<file path="config.mk">
export PLATFORM = sky130hd
export DESIGN_NAME = round_controller
export DESIGN_NICKNAME = d
export VERILOG_FILES = /design/src/rtl/game_pkg.sv /design/src/rtl/button_debounce.sv /design/src/rtl/round_controller.sv
export SDC_FILE = /design/constraint.sdc
export NUM_CORES = 1
export LEC_CHECK = 0
export ABC_AREA = 1
export CORE_ASPECT_RATIO = 1.25
export CORE_MARGIN = 1.5
export CORE_UTILIZATION = 30
export CTS_CLUSTER_SIZE = 12
export DETAILED_ROUTE_END_ITERATION = 16
export GPL_ROUTABILITY_DRIVEN = 0
export SYNTH_ARGS = -nofsm -noshare
export SYNTH_HDL_FRONTEND = slang
export SYNTH_HIERARCHICAL = 1
export SYNTH_SLANG_ARGS = --single-unit
</file>
<file path="constraint.sdc">
create_clock -name clk -period 1.85 [get_ports clk]
set_clock_uncertainty 0.15 [all_clocks]
set_input_delay 0.2775 -clock clk [delete_from_list [all_inputs] [get_ports clk]]
set_output_delay 0.2775 -clock clk [all_outputs]
set_load 0.05 [all_outputs]
</file>
<file path="src/rtl/game_pkg.sv">
// Shared encodings for the fighting game: player actions, winner codes and
// the round sequencer state machine.
package game_pkg;

  typedef enum logic [2:0] {
    ACT_KICK   = 3'b000,
    ACT_PUNCH  = 3'b001,
    ACT_AWAIT  = 3'b010,
    ACT_JUMP   = 3'b011,
    ACT_LEFT1  = 3'b100,
    ACT_LEFT2  = 3'b101,
    ACT_RIGHT1 = 3'b110,
    ACT_RIGHT2 = 3'b111
  } action_e;

  typedef enum logic [1:0] {
    WIN_NONE = 2'b00,
    WIN_P1   = 2'b01,
    WIN_P2   = 2'b10,
    WIN_DRAW = 2'b11
  } winner_e;

  typedef enum logic [2:0] {
    ST_COLLECT = 3'd0,
    ST_FIRE    = 3'd1,
    ST_SETTLE  = 3'd2,
    ST_CHECK   = 3'd3,
    ST_OVER    = 3'd4
  } state_e;

  function automatic logic [7:0] sat_inc8(input logic [7:0] v);
    return (v == 8'hFF) ? v : v + 8'd1;
  endfunction

endpackage

</file>
<file path="src/rtl/button_debounce.sv">
// Two-flop synchronizer, stability counter and one-cycle rising-edge pulse
// for a raw push button.
module button_debounce #(
  parameter int DEBOUNCE_CYCLES = 500000
) (
  input  logic clk,
  input  logic reset,
  input  logic btn,
  output logic pulse
);

  localparam int CNT_W = $clog2(DEBOUNCE_CYCLES + 1);

  logic [1:0]       sync_q, sync_d;
  logic             db_q, db_d;
  logic [CNT_W-1:0] cnt_q, cnt_d;
  logic             pulse_q, pulse_d;

  // The debounced level only follows the synchronized input after it has
  // disagreed for DEBOUNCE_CYCLES consecutive cycles.
  always_comb begin
    sync_d  = {sync_q[0], btn};
    db_d    = db_q;
    cnt_d   = '0;
    if (sync_q[1] != db_q) begin
      if (cnt_q == CNT_W'(DEBOUNCE_CYCLES - 1)) begin
        db_d  = sync_q[1];
        cnt_d = '0;
      end else begin
        cnt_d = cnt_q + CNT_W'(1);
      end
    end else begin
      cnt_d = '0;
    end
    pulse_d = db_d & ~db_q;
  end

  always_ff @(posedge clk or negedge reset) begin
    if (!reset) begin
      sync_q  <= 2'b00;
      db_q    <= 1'b0;
      cnt_q   <= '0;
      pulse_q <= 1'b0;
    end else begin
      sync_q  <= sync_d;
      db_q    <= db_d;
      cnt_q   <= cnt_d;
      pulse_q <= pulse_d;
    end
  end

  assign pulse = pulse_q;

endmodule

</file>
<file path="src/rtl/round_controller.sv">
// Round sequencer: collects both players' committed actions, strobes them into
// the player blocks and decides game over. Optional collect timeout: ROUND_TIMEOUT_EN.
module round_controller
  import game_pkg::*;
#(
  parameter int DEBOUNCE_CYCLES = 500000,
  parameter int ENABLE_CYCLES   = 2,
  parameter int SETTLE_CYCLES   = 2,
  parameter int TIMEOUT_CYCLES  = 250000000
) (
  input  logic       clk,
  input  logic       reset,
  input  logic       commit1,
  input  logic       commit2,
  input  logic [2:0] sw1,
  input  logic [2:0] sw2,
  input  logic [1:0] health1,
  input  logic [1:0] health2,
  output logic [2:0] action1,
  output logic [2:0] action2,
  output logic       actionEnable,
  output logic       ready1,
  output logic       ready2,
  output logic       isGameOver,
  output logic [1:0] winner,
  output logic [7:0] round_count
);

  localparam int PH_MAX = (ENABLE_CYCLES > SETTLE_CYCLES) ? ENABLE_CYCLES : SETTLE_CYCLES;
  localparam int PH_W   = $clog2(PH_MAX + 1);

  state_e          state_q, state_d;
  logic [PH_W-1:0] phase_q, phase_d;
  logic [2:0]      action1_q, action1_d, action2_q, action2_d;
  logic            ready1_q, ready1_d, ready2_q, ready2_d;
  logic            en_q, en_d, over_q, over_d;
  logic [1:0]      winner_q, winner_d;
  logic [7:0]      round_q, round_d;
  logic            pulse1_s, pulse2_s, timeout_s;

  button_debounce #(.DEBOUNCE_CYCLES(DEBOUNCE_CYCLES)) u_db1 (
    .clk(clk), .reset(reset), .btn(commit1), .pulse(pulse1_s)
  );
  button_debounce #(.DEBOUNCE_CYCLES(DEBOUNCE_CYCLES)) u_db2 (
    .clk(clk), .reset(reset), .btn(commit2), .pulse(pulse2_s)
  );

`ifdef ROUND_TIMEOUT_EN
  logic [27:0] tmo_q, tmo_d;

  // Counts COLLECT cycles; any other state parks it at zero for the next round.
  always_comb begin
    if (state_q == ST_COLLECT) begin
      tmo_d = tmo_q + 28'd1;
    end else begin
      tmo_d = 28'd0;
    end
  end

  always_ff @(posedge clk or negedge reset) begin
    if (!reset) begin
      tmo_q <= 28'd0;
    end else begin
      tmo_q <= tmo_d;
    end
  end

  assign timeout_s = (state_q == ST_COLLECT) && (tmo_q == 28'(TIMEOUT_CYCLES - 1));
`else
  // No timeout: COLLECT waits for both players indefinitely.
  assign timeout_s = (TIMEOUT_CYCLES < 0);
`endif

  always_comb begin
    state_d   = state_q;
    phase_d   = phase_q;
    action1_d = action1_q;
    action2_d = action2_q;
    ready1_d  = ready1_q;
    ready2_d  = ready2_q;
    winner_d  = winner_q;
    round_d   = round_q;
    case (state_q)
      ST_COLLECT: begin
        // A real commit wins over a timeout-forced await in the same cycle.
        if (!ready1_q && pulse1_s) begin
          action1_d = sw1;
          ready1_d  = 1'b1;
        end else if (!ready1_q && timeout_s) begin
          action1_d = ACT_AWAIT;
          ready1_d  = 1'b1;
        end else begin
          action1_d = action1_q;
        end
        if (!ready2_q && pulse2_s) begin
          action2_d = sw2;
          ready2_d  = 1'b1;
        end else if (!ready2_q && timeout_s) begin
          action2_d = ACT_AWAIT;
          ready2_d  = 1'b1;
        end else begin
          action2_d = action2_q;
        end
        if (ready1_q && ready2_q) begin
          state_d = ST_FIRE;
          phase_d = '0;
        end else begin
          state_d = ST_COLLECT;
        end
      end
      ST_FIRE: begin
        if (phase_q == PH_W'(ENABLE_CYCLES - 1)) begin
          state_d = ST_SETTLE;
          phase_d = '0;
        end else begin
          phase_d = phase_q + PH_W'(1);
        end
      end
      ST_SETTLE: begin
        if (phase_q == PH_W'(SETTLE_CYCLES - 1)) begin
          state_d = ST_CHECK;
          phase_d = '0;
        end else begin
          phase_d = phase_q + PH_W'(1);
        end
      end
      ST_CHECK: begin
        if ((health1 == 2'b00) || (health2 == 2'b00)) begin
          state_d  = ST_OVER;
          winner_d = {health1 == 2'b00, health2 == 2'b00};
        end else begin
          state_d  = ST_COLLECT;
          round_d  = sat_inc8(round_q);
          ready1_d = 1'b0;
          ready2_d = 1'b0;
        end
      end
      ST_OVER: begin
        state_d = ST_OVER;
      end
      default: begin
        state_d = ST_COLLECT;
      end
    endcase
    en_d   = (state_d == ST_FIRE);
    over_d = (state_d == ST_OVER);
  end

  always_ff @(posedge clk or negedge reset) begin
    if (!reset) begin
      state_q   <= ST_COLLECT;
      phase_q   <= '0;
      action1_q <= ACT_AWAIT;
      action2_q <= ACT_AWAIT;
      ready1_q  <= 1'b0;
      ready2_q  <= 1'b0;
      en_q      <= 1'b0;
      over_q    <= 1'b0;
      winner_q  <= WIN_NONE;
      round_q   <= 8'd0;
    end else begin
      state_q   <= state_d;
      phase_q   <= phase_d;
      action1_q <= action1_d;
      action2_q <= action2_d;
      ready1_q  <= ready1_d;
      ready2_q  <= ready2_d;
      en_q      <= en_d;
      over_q    <= over_d;
      winner_q  <= winner_d;
      round_q   <= round_d;
    end
  end

  assign action1      = action1_q;
  assign action2      = action2_q;
  assign actionEnable = en_q;
  assign ready1       = ready1_q;
  assign ready2       = ready2_q;
  assign isGameOver   = over_q;
  assign winner       = winner_q;
  assign round_count  = round_q;

endmodule

</file>
==> results of run 1 <==
==> final cells by class <==
cell class	count	area, um2	area share
Sequential cell	71	1779	0.3901
Multi-Input combinational cell	324	1629	0.3572
Timing Repair Buffer	38	355.3	0.07792
Inverter	64	240.2	0.05267
Clock buffer	10	239.0	0.05240
Tap cell	161	201.4	0.04417
Clock inverter	6	116.4	0.02551
==> cell usage in the layout, fill, tap and decap left out, types with 2 or more instances in the layout <==
master	instances
nand2_1	109
nor2_1	75
dfrtp_1	69
inv_1	62
nand3_1	37
buf_4	22
o21ai_0	19
xor2_1	13
clkdlybuf4s50_1	12
nor2_2	10
nand2_2	9
clkbuf_16	9
nor3_1	7
nor2_4	7
xnor2_1	6
a21oi_1	6
o21ai_1	6
nand4_1	5
ha_1	3
bufinv_16	3
buf_12	3
dfstp_2	2
clkinv_4	2
nand2_4	2
nand3_2	2
xnor2_2	2
inv_2	2
nor3b_2	2
o21a_1	2
nor3b_1	2
==> worst max-delay path: cells and delay by family, from the launching register on <==
| family | cells | cell delay (ns) |
|---|---|---|
| flip-flops | 1 | 0.37 |
| adder cells (fa/ha/maj) | 1 | 0.18 |
| AND/OR/NAND/NOR | 7 | 0.79 |
==> sequential cells by signal, summed over array words and instances (netlist names) <==
register and count:
u_db1/cnt_q 19, phase_q 2, u_db2/db_q 1, state_q 3, winner 2, actionEnable 1, u_db1/pulse 1, u_db2/pulse 1
round_count 8, ready1 1, u_db1/db_q 1, u_db1/sync_q 2, isGameOver 1, u_db2/cnt_q 19, ready2 1, u_db2/sync_q 2
action1 3, action2 3
==> final timing paths <==
check / cells after the start / end / from / slack, ns
min in group asynchronous: 2 / u_db1/cnt_q[11]$_DFF_PN0_ / reset / 0.23
worst max-delay path: 8 / u_db1/cnt_q[18]$_DFF_PN0_ / u_db1/cnt_q[0]$_DFF_PN0_ / 0.24
worst min register to register: 0 / u_db2/sync_q[1]$_DFF_PN0_ / u_db2/sync_q[0]$_DFF_PN0_ / 0.20
worst min-delay path: 0 / u_db2/sync_q[1]$_DFF_PN0_ / u_db2/sync_q[0]$_DFF_PN0_ / 0.20
max in group asynchronous: 3 / action2[1]$_DFFE_PN1P_ / reset / 0.70
worst max register to register: 8 / u_db1/cnt_q[18]$_DFF_PN0_ / u_db1/cnt_q[0]$_DFF_PN0_ / 0.24
==> per-stage QoR <==
step                      hold WS (ns)  utilization  std cells  power, mW
after detailed placement       0.04567       0.3578        657      1.742
final                           0.1952       0.3889        674      3.729
after global placement         0.04488       0.3578        657      1.738
after global routing            0.2042       0.3889        674      3.865
after floorplan                -0.1681            -        459      1.656
after CTS                       0.1987       0.3889        674      3.794
==> per-layer routing <==
metal / vias to the layer above / GRT usage / share of wire / wire length [um]
li1: 1525 / - / - / -
met1: 1372 / 0.1409 / 0.43 / 3203
met2: 60 / 0.2192 / 0.50 / 3717
met3: 16 / 0.03471 / 0.039 / 285
met4: 0 / 0.06699 / 0.023 / 172
met5: - / 0 / 0 / 0
==> logic make-up after synthesis <==
| kind of cell | after synthesis |
|---|---|
| AND/OR/NAND/NOR | 267 |
| flip-flops | 71 |
| buffers and inverters | 64 |
| adder cells (fa/ha/maj) | 3 |
| AO/OA/AOI/OAI | 33 |
| XOR/XNOR | 21 |
==> report_power, final <==
group	switching, mW	total [mW]	internal, mW
Combinational	0.0770	0.130	0.0534
Clock	0.657	2.02	1.36
Sequential	0.0101	1.58	1.57
Total	0.744	3.73	2.98
==> repair_timing <==
| action | in CTS | in global routing |
|---|---|---|
| setup endpoints to repair | 0 | 0 |
| resized for setup | 0 | 0 |
| hold buffers | 1 | 0 |
| endpoints found under the hold margin | 20 | 0 |
| buffers inserted | 0 | 0 |
==> results.toml, run 1 <==
[status]
status = "finished clean"

[yosys]
synth_top_family_by_area = "simple AND/OR/NAND/NOR gates"
synth_edf_count = 0
synthMuxAreaShare = 0
yosysSeqAreaShare = 0.4877
synth_xor_area_frac = 0.05453
ys_warn_count = 6
ys_seq_elements = 71
avgSynthCellArea_um2 = 7.949
yosysMostFrequentCell = "nand2_1"
synthDistinctLibCells = 24
synth_flop_cell = "dfrtp_1"
synth_compound_area_frac = 0.04664
synth_top_area_cell = "dfrtp_1"
synth_top_area_share = 0.4733
yosys.area_share.simple = 0.3350
synthArstFlopShare = 1.000
synth_cells = 459
ys_top_cells_by_area = "dfrtp_1, nand2_1, nor2_1"
synth.top_cells.by_count = "nand2_1, nor2_1, dfrtp_1, inv_1, nand3_1"
synthesis.area_um2 = 3648
synth_fa_ha_area_frac = 0.01029
syn_nets = 476

[finish]
finalInstanceArea_um2 = 4561
fillers = 1196
synthToLayoutAreaGrowth_pct = 25.00
drive_above_1_share = 0.1540
diodes = 0
nets = 525

[place]
port_buffers = 33
place_ws_ns = 0.1688
dp_hpwl_um = 5579
placed_area_um2 = 4195

[detailed_routing]
drt_wl_total_um = 7379
vias = 2973
drtIter0Drc = 168
vias_per_cell = 4.411
wire_per_inst_um = 10.95
firstDrtPassIters = 5
drc_errors = 0
drtAntennaViolNets = 0

[global_route]
grt_usage = 0.1273
antenna_found_initial = 0
grt_max_degree = 34
grt_pass1_wl_um = 12920
grt_overflow = 0
grt_pass1_vias = 2983

[clock_network]
clk_pin_slew_worst_paths_ns = 0.06
cts.sinks = 71
h-tree-depth = 3
cts_tree = "yes"
cts_root_buf = "clkbuf_16"
cts_buffer_depth = 2
worstSkewPairLatency_ns = 0.33
cts_buffers = 9

[timing]
rsz0062_at_grt = "false"
fin_crit_ns = 1.607
slew-limit-headroom = 0.7970
report.final.setup_viol = 0
maxSlewViolCount = 0
hold_violations = 0
setup_tns_ns = 0
tightest_slew_ns = 0.3044
setup_slack_ns = 0.2430
period_share = 0.8687
fmax_mhz = 622.3

[worst_setup_path]
endpoint_kind = "flip-flop"
crit_type = "reg -> reg"
critPathLaunchType = "flip-flop"
cp_slowest_cell = "dfrtp_1"
path_cells = "ha_1 > nand2_1 > nor2_2 > nand2_2 > nor2_1 > nand3_1 > nand3_1 > nor2_1"
cp_max_fo = 4
required_ns = 1.92
crit_arrival_ns = 1.68
slowest_delay_ns = 0.37

[job]
drv_cap = 0

[floorplan]
ios = 34
dieHeight_um = 126.3
die_area_um2 = 12840
coreArea_um2 = 11730
placementRows = 44
initial_core_util = 0.3111
die_w_um = 101.6

[min_path]
hp-class = "reg -> reg"

[power_and_ir_drop]
leakage_nw = 2.141
p_per_area_nw_per_um2 = 817.7
ir_drop_uv = 492.1
Power figures use the tool's default switching activity.
==> run 2: changes to the inputs <==
--- a/config.mk
+++ b/config.mk
@@ -12,6 +12,7 @@
 export CTS_CLUSTER_SIZE = 12
 export DETAILED_ROUTE_END_ITERATION = 16
 export GPL_ROUTABILITY_DRIVEN = 0
+export SETUP_SLACK_MARGIN = 0.2
 export SYNTH_ARGS = -nofsm -noshare
 export SYNTH_HDL_FRONTEND = slang
 export SYNTH_HIERARCHICAL = 1
==> results.toml, run 2 (same netlist as run 1, synthesis figures left out) <==
[detailed_routing]
drc_errors = 0
vias_per_cell = 4.344
drtIter0Drc = 112
vias = 2928
drt_wl_total_um = 7322
firstDrtPassIters = 4
drtAntennaViolNets = 0
wire_per_inst_um = 10.86

[finish]
instances_no_fill = 674
final_common_cell = "nand2_1"
multi_input_comb_area_um2 = 1674
final-seq-area_um2 = 1782
drive_above_1_share = 0.1676
synthToLayoutAreaGrowth_pct = 24.66
final_cell_mix = "nand2_1, nor2_1, dfrtp_1"
final_util = 0.3879
fillers = 1167
nets = 525
finalInstanceArea_um2 = 4548
diodes = 0

[timing]
maxSlewViolCount = 0
hold-worst-slack_ns = 0.1949
fin_crit_ns = 1.544
setup_slack_ns = 0.3062
hold_violations = 0
report.final.setup_viol = 0
period_share = 0.8345
tightest_slew_ns = 0.2752
rsz0062_at_grt = "true"
slew-limit-headroom = 0.8160
setup_tns_ns = 0
fmax_mhz = 647.7

[worst_setup_path]
path_cells = "ha_1 > nand2_2 > nor2_4 > nand2_2 > nor2_1 > nand3_1 > nand3_1 > nor2_1"
cp_max_fo = 4
critPathLaunchType = "flip-flop"
cp_slowest_cell = "dfrtp_1"
slowest_delay_ns = 0.37
endpoint_kind = "flip-flop"
required_ns = 1.92
crit_type = "reg -> reg"
crit_arrival_ns = 1.61

[global_route]
grt_usage = 0.1284
grt_pass1_vias = 2982
grt_overflow = 0
antenna_found_initial = 0
grt_max_degree = 36
grt_pass1_wl_um = 13140

[floorplan]
coreArea_um2 = 11730
ios = 34
die_w_um = 101.6
die_area_um2 = 12840
initial_core_util = 0.3111
dieHeight_um = 126.3
placementRows = 44

[clock_network]
cts_buffers = 9
cts_setup_buffers = 0
cts_buffer_depth = 2
cts_tree = "yes"
h-tree-depth = 3
cts_root_buf = "clkbuf_16"
cts.sinks = 71
worstSkewPairLatency_ns = 0.33
clk_pin_slew_worst_paths_ns = 0.06

[power_and_ir_drop]
p_per_area_nw_per_um2 = 739.7
pwr-share-seq = 0.470
leakage_nw = 2.111
p_int_mw = 2.640
p_total_mw = 3.364
pwr-share-comb = 0.040
power_switching_mw = 0.7240
ir_drop_uv = 365.0
clock_power_share = 0.491
swShare = 0.2152

[status]
status = "finished clean"

[min_path]
hp-class = "reg -> reg"

[place]
dp_cells = 657
port_buffers = 33
place_ws_ns = 0.1874
dp_hpwl_um = 5501
placed_area_um2 = 4198

[job]
drv_cap = 0
run 2: timing repair:
item,CTS,global route
resized for setup,1,9
hold endpoints to repair,49,0
setup endpoints to repair,1,27
hold buffers,1,0
pin swaps,0,1
run 2: final timing paths:
| check | startpoint | endpoint | slack, ns | cells past startpoint |
|---|---|---|---|---|
| worst min register to register | u_db1/sync_q[0]$_DFF_PN0_ | u_db1/sync_q[1]$_DFF_PN0_ | 0.19 | 0 |
| worst min-delay path | u_db1/sync_q[0]$_DFF_PN0_ | u_db1/sync_q[1]$_DFF_PN0_ | 0.19 | 0 |
| worst max register to register | u_db1/cnt_q[0]$_DFF_PN0_ | u_db1/cnt_q[18]$_DFF_PN0_ | 0.31 | 8 |
| max in group asynchronous | reset | action1[1]$_DFFE_PN1P_ | 0.73 | 3 |
| min in group asynchronous | reset | u_db1/cnt_q[4]$_DFF_PN0_ | 0.21 | 2 |
| worst max-delay path | u_db1/cnt_q[0]$_DFF_PN0_ | u_db1/cnt_q[18]$_DFF_PN0_ | 0.31 | 8 |
run 2: cell type report:
type / count / area share
repair buffers: 38 / 0.07813
clock buffers: 12 / 0.05860
clock inverters: 4 / 0.006327
inverters: 64 / 0.05282
flip-flops and latches: 71 / 0.3917
well taps: 161 / 0.04429
multi-input cells: 324 / 0.3681
run 2: layer usage:
layer | part of all wire | global-route usage
met1 | 0.44 | 0.1519
met2 | 0.51 | 0.2149
met3 | 0.032 | 0.02920
met4 | 0.021 | 0.06699
met5 | 0 | 0
run 2: worst max-delay path, delay by kind of cell (launching register included):
family / cells / cell delay, ns
AND/OR/NAND/NOR: 7 / 0.70
adder cells (fa/ha/maj): 1 / 0.21
flip-flops: 1 / 0.37
run 2: power groups by stage:
stage | Clock, mW | Sequential (mW) | Combinational (mW)
after detailed placement | 0 | 1.61 | 0.133
after CTS | 1.71 | 1.58 | 0.136
after global routing | 1.77 | 1.58 | 0.153
after global placement | 0 | 1.61 | 0.130
after floorplan | 0 | 1.61 | 0.0460
final | 1.65 | 1.58 | 0.133
